--- config.mk ---
export PLATFORM = sky130hd
export DESIGN_NAME = mult_share_arbiter
export DESIGN_NICKNAME = d
export VERILOG_FILES = /design/src/rtl/mult_share_arbiter.sv
export SDC_FILE = /design/constraint.sdc
export NUM_CORES = 1
export LEC_CHECK = 0
export ABC_AREA = 1
export BUFFER_PORTS_ARGS = -buffer_cell sky130_fd_sc_hd__buf_2
export CAP_MARGIN = 20
export CORE_UTILIZATION = 45
export DETAILED_ROUTE_END_ITERATION = 10
export PLACE_DENSITY = 0.72
export SLEW_MARGIN = 10
export SYNTH_ARGS = -nofsm -noshare
export SYNTH_HDL_FRONTEND = slang
export SYNTH_SLANG_ARGS = --single-unit
--- constraint.sdc ---
create_clock -name clk -period 3.8 [get_ports clk]
set_clock_uncertainty 0.05 [all_clocks]
set_input_delay 0.38 -clock clk [delete_from_list [all_inputs] [get_ports clk]]
set_output_delay 0.38 -clock clk [all_outputs]
set_load 0.01 [all_outputs]
--- src/rtl/mult_share_arbiter.sv ---
// mult_share_arbiter: shares one multicycle start/done multiply unit among N
// requesters. Operands are latched per requester, grants are round-robin, and
// a watchdog forces completion (result 0) if the multiplier never answers.
//
// state | meaning
// IDLE  | pick the next pending requester after the last grant, launch it
// ISSUE | mul_start high for this single cycle, watchdog armed
// WAIT  | waiting for mul_done or watchdog expiry
// RESP  | req_done[g] and req_result presented, pending[g] released
module mult_share_arbiter #(
    parameter int N       = 4,
    parameter int TIMEOUT = 80
) (
    input  logic            clk,
    input  logic            reset,
    input  logic            clk_en,
    input  logic [N-1:0]    req_start,
    input  logic [32*N-1:0] req_dataa,
    input  logic [32*N-1:0] req_datab,
    output logic [N-1:0]    req_done,
    output logic [31:0]     req_result,
    output logic            mul_start,
    output logic [31:0]     mul_dataa,
    output logic [31:0]     mul_datab,
    input  logic            mul_done,
    input  logic [31:0]     mul_result,
    output logic            busy,
    output logic            err_overrun,
    output logic            err_timeout
);

    localparam int IW = (N > 1) ? $clog2(N) : 1;
    localparam int WW = (TIMEOUT > 1) ? $clog2(TIMEOUT) : 1;

    localparam logic [1:0] S_IDLE  = 2'd0;
    localparam logic [1:0] S_ISSUE = 2'd1;
    localparam logic [1:0] S_WAIT  = 2'd2;
    localparam logic [1:0] S_RESP  = 2'd3;

    logic [1:0]    r_state;
    logic [N-1:0]  r_pending;
    logic [31:0]   r_opa [N];
    logic [31:0]   r_opb [N];
    logic [IW-1:0] r_last;
    logic [IW-1:0] r_grant;
    logic [WW-1:0] r_wd;

    logic [N-1:0]  w_clr;
    logic [N-1:0]  w_pend_eff;
    logic [N-1:0]  w_accept;
    logic          w_overrun;
    logic [N-1:0]  w_grant_oh;
    logic          w_found;
    logic [IW-1:0] w_gidx;
    logic [IW-1:0] w_cand;

    // Release of the responding requester and start acceptance; a start in the
    // release cycle is accepted rather than flagged as an overrun.
    always_comb begin
        w_clr = '0;
        if (r_state == S_RESP) begin
            w_clr[r_grant] = 1'b1;
        end
        w_pend_eff = r_pending & ~w_clr;
        w_accept   = req_start & ~w_pend_eff;
        w_overrun  = |(req_start & w_pend_eff);
        w_grant_oh = '0;
        w_grant_oh[r_grant] = 1'b1;
    end

    // Round-robin search: first pending index strictly after the last grant.
    always_comb begin
        w_found = 1'b0;
        w_gidx  = '0;
        w_cand  = '0;
        for (int k = 1; k <= N; k++) begin
            w_cand = IW'((int'(r_last) + k) % N);
            if (!w_found && r_pending[w_cand]) begin
                w_found = 1'b1;
                w_gidx  = w_cand;
            end
        end
    end

    // Pending flags: set on accepted start, cleared while the response is out.
    always_ff @(posedge clk) begin
        if (reset) begin
            r_pending <= '0;
        end else if (clk_en) begin
            r_pending <= w_pend_eff | w_accept;
        end
    end

    // Operand latches; contents are only meaningful while pending is set.
    always_ff @(posedge clk) begin
        if (clk_en) begin
            for (int i = 0; i < N; i++) begin
                if (w_accept[i]) begin
                    r_opa[i] <= req_dataa[32*i +: 32];
                    r_opb[i] <= req_datab[32*i +: 32];
                end
            end
        end
    end

    // Sequencer with registered outputs; watchdog is a down-counter that
    // expires on reaching zero, giving TIMEOUT cycles in WAIT.
    always_ff @(posedge clk) begin
        if (reset) begin
            r_state     <= S_IDLE;
            r_last      <= IW'(N - 1);
            r_grant     <= '0;
            r_wd        <= '0;
            mul_start   <= 1'b0;
            mul_dataa   <= '0;
            mul_datab   <= '0;
            req_done    <= '0;
            req_result  <= '0;
            err_overrun <= 1'b0;
            err_timeout <= 1'b0;
        end else if (clk_en) begin
            mul_start   <= 1'b0;
            req_done    <= '0;
            err_timeout <= 1'b0;
            err_overrun <= w_overrun;
            case (r_state)
                S_IDLE: begin
                    if (w_found) begin
                        r_last    <= w_gidx;
                        r_grant   <= w_gidx;
                        mul_dataa <= r_opa[w_gidx];
                        mul_datab <= r_opb[w_gidx];
                        mul_start <= 1'b1;
                        r_state   <= S_ISSUE;
                    end
                end
                S_ISSUE: begin
                    r_wd    <= WW'(TIMEOUT - 1);
                    r_state <= S_WAIT;
                end
                S_WAIT: begin
                    if (mul_done) begin
                        req_result <= mul_result;
                        req_done   <= w_grant_oh;
                        r_state    <= S_RESP;
                    end else if (r_wd == '0) begin
                        req_result  <= '0;
                        req_done    <= w_grant_oh;
                        err_timeout <= 1'b1;
                        r_state     <= S_RESP;
                    end else begin
                        r_wd <= r_wd - 1'b1;
                    end
                end
                default: begin
                    r_state <= S_IDLE;
                end
            endcase
        end
    end

    assign busy = (r_state != S_IDLE) || (|r_pending);

endmodule
; ---- Yosys cells after proc, flatten, opt, wreduce, memory -nomap -nowiden
; Memory sizes are Yosys's and may differ from the RTL's. A register that Yosys moved wholly into a read port is not among the register bits.
; Index checks and enable logic that the tools add are counted.
[op_classes]
muxes = 48
bitwise = 6
magnitude_cmp = 6
reduce_logical = 19
eq_ne = 7
shift = 0
addsub = 5
n_mul = 0
div_mod_pow = 0
[op_table]
columns = operator, n
row1 = 32-bit two-way mux, 2
row2 = 1-bit two-way mux, 26
row3 = 4-bit two-way mux, 4
row4 = 2-bit by 3-bit less-than comparator with 1-bit output (second input constant), 5
row5 = 2-bit two-way mux, 7
row6 = 7-bit two-way mux, 2
row7 = 7-bit case mux with 2 select lines, 1
row8 = 4-bit AND, 3
row9 = 3-bit AND reduction, 3
row10 = 1-bit binary-select mux with 2-bit select, 4
row11 = 4-bit NOT, 2
row12 = 4-bit OR reduction, 2
row13 = 7-bit zero test, 1
row14 = 7-bit by 1-bit subtractor with 7-bit output (second input constant), 1
row15 = 2-bit inequality test (second input constant), 3
row16 = 2-bit case mux with 3 select lines, 1
row17 = 2-bit nonzero test, 3
row18 = 2-bit by 1-bit adder with 2-bit output (second input constant), 2
row19 = 2-bit adder (second input constant), 2
row20 = 2-bit equality test (second input constant), 2
row21 = 1-bit logical AND, 4
row22 = 4-bit OR, 1
row23 = 4-bit AND reduction, 1
row24 = 1-bit zero test, 3
row25 = 6 further kinds, 6
[totals]
mem_count = 2
out_inout_bits = 104
romBits = 0
elab_cells = 103
register_bits = 56
ram_bits = 256
latch_bits = 0
[memory_table]
columns = memory, words, word_bits, read_ports, rd_clocked_by_memory_dff, wr, line
row1 = r_opa, 4, 32, 1, 1, 4, 42  ; logic [31:0] r_opa [N];
row2 = r_opb, 4, 32, 1, 1, 4, 43  ; logic [31:0] r_opb [N];

; ---- Logic depth before layout (Yosys ltp)
; Gate-level depths: netlist of run 1.
[depth]
ltp_word = 15
ltp_mapped = 17
ltp_nobuf = 14

; ---- Worst setup path before layout of run 1
; No wires, ideal clock.
[synth_path]
path_kind = register to register
from = register r_state[0]
to = memory r_opa[3][0], enable pin
slack_ps = -203
setup_time_ps = 486
path_stages_with_launch = 6
required_ps = 3264
arrival_ps = 3467
synth_period_minus_slack_ps = 4003
path_cell_list = dfxtp_1 -> ha_1 -> nand3_1 -> nand2_1 -> nand2_1 -> nor2_1
[synth_rtl]
columns = item, line
row1 = "start, declared", 40  ; logic [1:0] r_state;
row2 = "start signal, assigned", 110  ; r_state <= S_IDLE;
row3 = "start signal, assigned", 134  ; r_state <= S_ISSUE;
row4 = "start signal, assigned", 139  ; r_state <= S_WAIT;
row5 = "end, declared", 42

; ---- Worst setup path in the final report of run 1
[layout_path]
from = register r_last[0]
to = register mul_datab[22] (read register of r_opb)
[layout_between]
elab_chain_cells = 14
[layout_rtl]
columns = item, line
row1 = "start, declared", 44  ; logic [IW-1:0] r_last;
row2 = "start signal, assigned", 111  ; r_last <= IW'(N - 1);
row3 = "start signal, assigned", 129  ; r_last <= w_gidx;
row4 = 2-bit by 1-bit adder with 2-bit output, 77  ; w_cand = IW'((int'(r_last) + k) % N);
row5 = 1-bit binary-select mux with 2-bit select, 78  ; if (!w_found && r_pending[w_cand]) begin
row6 = 1-bit two-way mux (implied by the code), 78
row7 = 1-bit two-way mux, 78
row8 = 1-bit zero test, 78
row9 = 1-bit logical AND, 78
row10 = 1-bit two-way mux, 78
row11 = 1-bit zero test, 78
row12 = 1-bit logical AND, 78
row13 = 1-bit two-way mux, 78
row14 = 1-bit zero test, 78
row15 = 1-bit logical AND, 78
row16 = 1-bit two-way mux, 78
row17 = 3-bit AND reduction (no source line), n/a
row18 = "end, declared", 24  ; output logic [31:0] mul_datab,
; Several ways; a longest one is shown, not always the timed one. The select of a mux whose other input is x is not followed.
; A chain may end at the register's enable or synchronous reset.

==> out/metrics.yaml, run 1 <==
status: "finished, final reports clean"
wire_per_inst_um: 18.54
crit_arrival_ps: 3370
synth_area_per_cell_um2: 9.425
yosysSeqAreaShare_pct: 62.24
grt_pass1_vias: 14876
nets: 2644
p_per_area_nw_per_um2: 516.6
drv_cap: 0
fin_tns_setup_ps: 0
drive_above_1_share_pct: 21.68
critPathLaunchType: "register"
finalCritPeriodShare_pct: 76.55
setup-violations-final: 0
synth_nets: 2022
cp-end-kind: "register"
grt_remaining_overflow: 0
ant_nets: 0
routed_wl_um: 52750
slew_violations: 0
syn_area_um2: 16210
cts_sinks: 376
vdd_ir_drop_max_v: 0.0003689
antenna_found_initial: 8
crit_type: "reg -> reg"
hold_viol_final: 0
cts-root-buf: "clkbuf_16"
synth_cell_type_count: 34
tightest_slew_ps: 957.3
postCtsHoldBufs: 266
via_per_inst: 5.243
fillers: 2670
synth_top_cells_by_area: "edfxtp_1 (47%), dfxtp_1 (15%), inv_1 (8.1%)"
die_w_um: 191.8
grt_pass1_wl_um: 79630
first_iter_violations: 1158
cts_tree: "built"
area_delta_synth_final_pct: 39.25
p_leak_uw: 0.01069
track_usage_pct: 28.34
synth_top_cell_by_area: "edfxtp_1"
final_cell_mix: "buf_2 (398), inv_1 (350), nand2_1 (319)"
multi_input_area_um2: 4249
cts_setup_buffers: 0
num_rows: 69
io_pins: 400
drc_errors: 0
start_util_pct: 45.69
path_clk_slew_ps: 60
cp_max_fo: 45
die_h_um: 191.8
regArea_um2: 10090
cp.required_ps: 4260
hp-class: "in -> reg"
firstDrtPassIters: 5
rsz0062_at_grt: "no"
synth_top_area_share_pct: 47.42
syn_inst: 1720
slew_headroom_pct: 36.03
coreArea_um2: 35480
dr_total_vias: 14921
die_area_um2: 36790
final_common_cell: "buf_2"
cts_resized: 0
yosys_register_bits: 376
htreeDepth: 2
clockBufferDepth: 3
cts_buffers: 41
grt_max_degree: 134
gp_congestion: 0.8388
fmax_mhz: 343.8
insertion_delay_ps: 580
finalPower_uw: 11660
portBuffers: 399
dp_hpwl_um: 29060
ys_warn_count: 0
finalCriticalPeriod_ps: 2909
[flip-flops by register name, summed over array words and instances (netlist names), 4 cells and up]
register and count:
mul_dataa 32, mul_datab 32, r_opa 128, r_opb 128, r_pending 4, r_wd 7, req_done 4, req_result 32
[synth_stat cells]
cell type  count
a21oi_1       46
a21oi_2        1
a31oi_1        4
and2_1         1
buf_1          6
buf_2         29
buf_4         13
buf_6         14
buf_8          1
clkbuf_1      42
dfxtp_1      120
edfxtp_1     256
ha_1           6
inv_1        350
inv_2          3
inv_4          1
nand2_1      321
nand2_2        4
nand2_4        2
nand3_1      194
nand3_2       10
nand3_4        2
nand3b_1       1
nand4_1      129
nor2_1       144
nor3_1         1
nor3_2         1
nor3b_1        1
o211ai_1       3
o21ai_0        6
o21ai_1        1
o221ai_1       4
o22ai_1        2
xor2_1         1
[stage by stage]
step | setup slack (ps) | utilization (%) | instance area, µm² | cells | hold slack, ps
4_1_cts | 1019 | 63.51 | 22540 | 2835 | 0.4719
2_1_floorplan | 867.6 | - | 16220 | 1720 | 381.0
3_5_place_dp | 1052 | 52.07 | 18480 | 2493 | 399.3
5_1_grt | 725.6 | 63.60 | 22570 | 2843 | 14.97
6_report | 891.1 | 63.62 | 22580 | 2846 | 22.73
3_3_place_gp | 1207 | 52.03 | 18460 | 2492 | 393.5
[report_power, final]
group	switching [µW]	leakage (µW)	internal, µW
Sequential	140	0.00336	4660
Clock	1670	0.000696	2410
Combinational	1800	0.00663	977
Total	3620	0.0107	8040
[final cells by class]
class                   count  area share, %
diodes                     10         0.1108
clock buffers              59          5.437
clock inverters            17         0.7482
inverters                 354          5.897
multi-input cells         885          18.82
flip-flops and latches    376          44.69
well taps                 461          2.555
repair buffers            684          21.74
[worst max-delay path: stages (launching register included)]
cell and delay, ps:
dfxtp_1 560, inv_4 110, nand2_1 90, nand2_1 70
nand2_1 120, nand2_2 100, o21ai_1 120, nand2_1 60
nand2_1 90, nand2_4 240, inv_2 450, buf_12 340
nand3_1 130, nand3_1 120, nand2_1 90, inv_1 70
[logic make-up after synthesis]
| family | after synthesis | share of synthesized area, % |
|---|---|---|
| buffers and inverters | 459 | 11.89 |
| AND/OR/NAND/NOR | 811 | 23.08 |
| adder cells (fa/ha/maj) | 6 | 0.4631 |
| XOR/XNOR | 1 | 0.05403 |
| flip-flops | 376 | 62.24 |
| AO/OA/AOI/OAI | 67 | 2.277 |
[per-layer routing]
layer  up-vias  share of wire (%)  global-route usage (%)
met4         2                5.5                   16.94
met5         -              0.019                       0
met2       920                 49                   47.99
met1      6940                 37                   32.35
met3       224                8.3                   6.998
li1       6835                  -                       -
[worst paths after layout]
path	from	to	cells after the start	slack, ps
worst max-delay path	r_last[0]$_SDFFE_PP1P_	mul_datab[22]$_SDFFE_PP0P_	15	890
worst max register to register	r_last[0]$_SDFFE_PP1P_	mul_datab[22]$_SDFFE_PP0P_	15	890
worst min register to register	req_result[27]$_SDFFE_PP0P_	req_result[27]$_SDFFE_PP0P_	2	410
worst min-delay path	mul_result[23]	req_result[23]$_SDFFE_PP0P_	3	20
(Power assumes the default switching activity.)
==> run 2: changes to the inputs <==
- ABC_AREA: 1 -> 0
- PLACE_DENSITY: 0.72 -> 0.73
- clock period: 3.8 -> 2.6 ns (I/O delays scaled with it)
==> run 2 against run 1 <==
  * Non-clock buffer count increased by 31
  * Combinational power decreased by 25%
  * Largest power group unchanged
  * First-iteration DRC count decreased by 39%
  * Highest routed layer is now met4
  * Synthesized cell count decreased by 49%
  * Global-route usage decreased by 2.2 points
  * Sequential power increased by 45%
  * Core utilization increased by 4.1 points
  * Clock-buffer cell count unchanged
  * Sequential cell count unchanged
==> out/metrics.yaml, run 2 <==
slew_violations: 0
nets: 1877
htreeDepth: 2
vdd_ir_drop_max_v: 0.0005955
synth_edf_count: 256
dp_hpwl_um: 23880
cp-startpoint: "r_pending[3]$_SDFFE_PP0P_"
p_leak_uw: 0.008253
rsz0062_at_grt: "no"
critPathLaunchType: "register"
cp_max_fo: 43
syn_inst: 872
grt_max_degree: 51
synth_top_cell_by_area: "edfxtp_1"
die_area_um2: 31770
routed_wl_um: 42700
die_w_um: 178.2
postCtsHoldBufs: 290
hold_ws_ps: 43.47
drc_errors: 0
portBuffers: 399
track_usage_pct: 26.11
finalCriticalPeriod_ps: 2321
start_util_pct: 45.69
synthMostInstantiatedCell: "edfxtp_1"
insertion_delay_ps: 520
gp_congestion: 0.7690
synth_top_flop_cell: "edfxtp_1"
area_delta_synth_final_pct: 48.25
status: "finished, final reports clean"
busiest_layer: "met2"
ant_nets: 0
grt.met3_usage_pct: 5.392
first_iter_violations: 706
synth_top_cells_by_area: "edfxtp_1 (55%), dfxtp_1 (17%), mux2i_1 (9.4%)"
coreArea_um2: 30590
yosysSeqAreaShare_pct: 72.19
clockBufferDepth: 3
cts_resized: 0
setup-violations-final: 0
wire_per_inst_um: 21.34
grtUsageMet1_pct: 29.52
hold_viol_final: 0
fin_tns_setup_ps: 0
cts_tree: "built"
final_cell_mix: "buf_2 (399), dlygate4sd3_1 (290), edfxtp_1 (256)"
cts_setup_buffers: 0
p_per_area_nw_per_um2: 697.8
cts_sinks: 376
worstReg2RegStart: "r_pending[3]$_SDFFE_PP0P_"
io_pins: 400
crit_type: "reg -> reg"
final_common_cell: "buf_2"
cp-end-kind: "register"
antenna_cells: 0
cts-root-buf: "clkbuf_16"
grt_use_met2_pct: 48.02
cp.required_ps: 2940
drv_cap: 0
grt_remaining_overflow: 0
path_clk_slew_ps: 70
grt_pass1_wl_um: 62380
rrSetupSlack_ps: 280
drive_above_1_share_pct: 34.45
firstDrtPassIters: 5
ys_warn_count: 0
top_regs: "r_opa (128), r_opb (128)"
grt_pass1_vias: 11404
async_flop_share_pct: 0
die_h_um: 178.2
synth_cell_type_count: 43
num_rows: 64
crit_arrival_ps: 2660
synth_area_per_cell_um2: 16.03
antenna_found_initial: 0
syn_area_um2: 13980
via_per_inst: 5.223
slew_headroom_pct: 58.70
finalCritPeriodShare_pct: 89.28
r2r-end: "mul_datab[31]$_SDFFE_PP0P_"
cts_buffers: 39
tightest_slew_ps: 619.5
dr_total_vias: 10451
synth_top_area_share_pct: 55.00
reg2reg_depth: 6
synth_nets: 1174
yosys_register_bits: 376
fmax_mhz: 430.8
hp-class: "in -> reg"
synth_top_cells_by_count: "edfxtp_1 (256), mux2i_1 (131), dfxtp_1 (120)"
crit_end: "mul_datab[31]$_SDFFE_PP0P_"
[run 2: cell count changes after synthesis, sizes merged, moves of 25 or more]
cell	delta
a21oi	-32
clkbuf	-25
nand3	-200
nand2	-251
inv	-345
mux2i	+131
nor2	-91
o221ai	+60
a22oi	+32
nand4	-129
buf	-27
[run 2: through the flow]
stage / util (%) / power, µW / cell area (µm²) / worst slack, ps / instances
floorplan: - / 8035 / 14000 / 244.4 / 872
global placement: 54.11 / 8717 / 16550 / 380.2 / 1639
detailed placement: 54.11 / 8770 / 16550 / 340.1 / 1639
CTS: 67.68 / 14460 / 20700 / 293.8 / 2000
global route: 67.73 / 14940 / 20720 / 191.0 / 2001
finish: 67.73 / 14460 / 20720 / 278.7 / 2001
[run 2: worst max-delay path: stages, from the launching register on]
cell	delay, ps
dfxtp_1	560
nand3b_1	180
a31oi_4	280
buf_12	330
buf_4	270
mux2i_1	330
o221ai_2	150
[run 2: worst min-delay path by stage]
| stage | cells after the start | to | startpoint |
|---|---|---|---|
| 2_1_floorplan | 0 | r_opa[0][0]$_DFFE_PP_ | req_dataa[0] |
| 3_3_place_gp | 1 | r_opb[3][29]$_DFFE_PP_ | req_datab[125] |
| 3_5_place_dp | 1 | r_opa[1][23]$_DFFE_PP_ | req_dataa[55] |
| 4_1_cts | 3 | r_pending[2]$_SDFFE_PP0P_ | req_start[2] |
| 5_1_grt | 2 | r_grant[1]$_SDFFE_PP0P_ | reset |
| 6_report | 3 | r_pending[2]$_SDFFE_PP0P_ | req_start[2] |
[run 2: cell type report]
cell class,instances,area (µm²)
Clock buffer,59,1195
Clock inverter,12,52.55
Fill cell,2005,9871
Inverter,9,33.78
Multi-Input combinational cell,434,3600
Sequential cell,376,10090
Tap cell,396,495.5
Timing Repair Buffer,715,5253
[run 2: logic make-up after synthesis]
logic type / count (synthesis) / share of synthesized area (%)
AOI/OAI and AO/OA: 137 / 10.32
and+or+nand+nor: 156 / 4.754
buffers and inverters: 62 / 2.560
muxes: 131 / 9.382
adders and majority gates: 6 / 0.5371
DFF: 376 / 72.19
xor gates and xnor gates: 4 / 0.2506
[run 2: per-layer routing]
metal / vias up / wire (µm)
li1: 4765 / -
met1: 5095 / 16070
met3: 87 / 2879
met4: 0 / 1343
met2: 504 / 22410
met5: - / 0
[run 2: power breakdown]
group	internal (µW)	switching, µW
Clock	3170	2230
Sequential	6780	188
Combinational	1020	1070
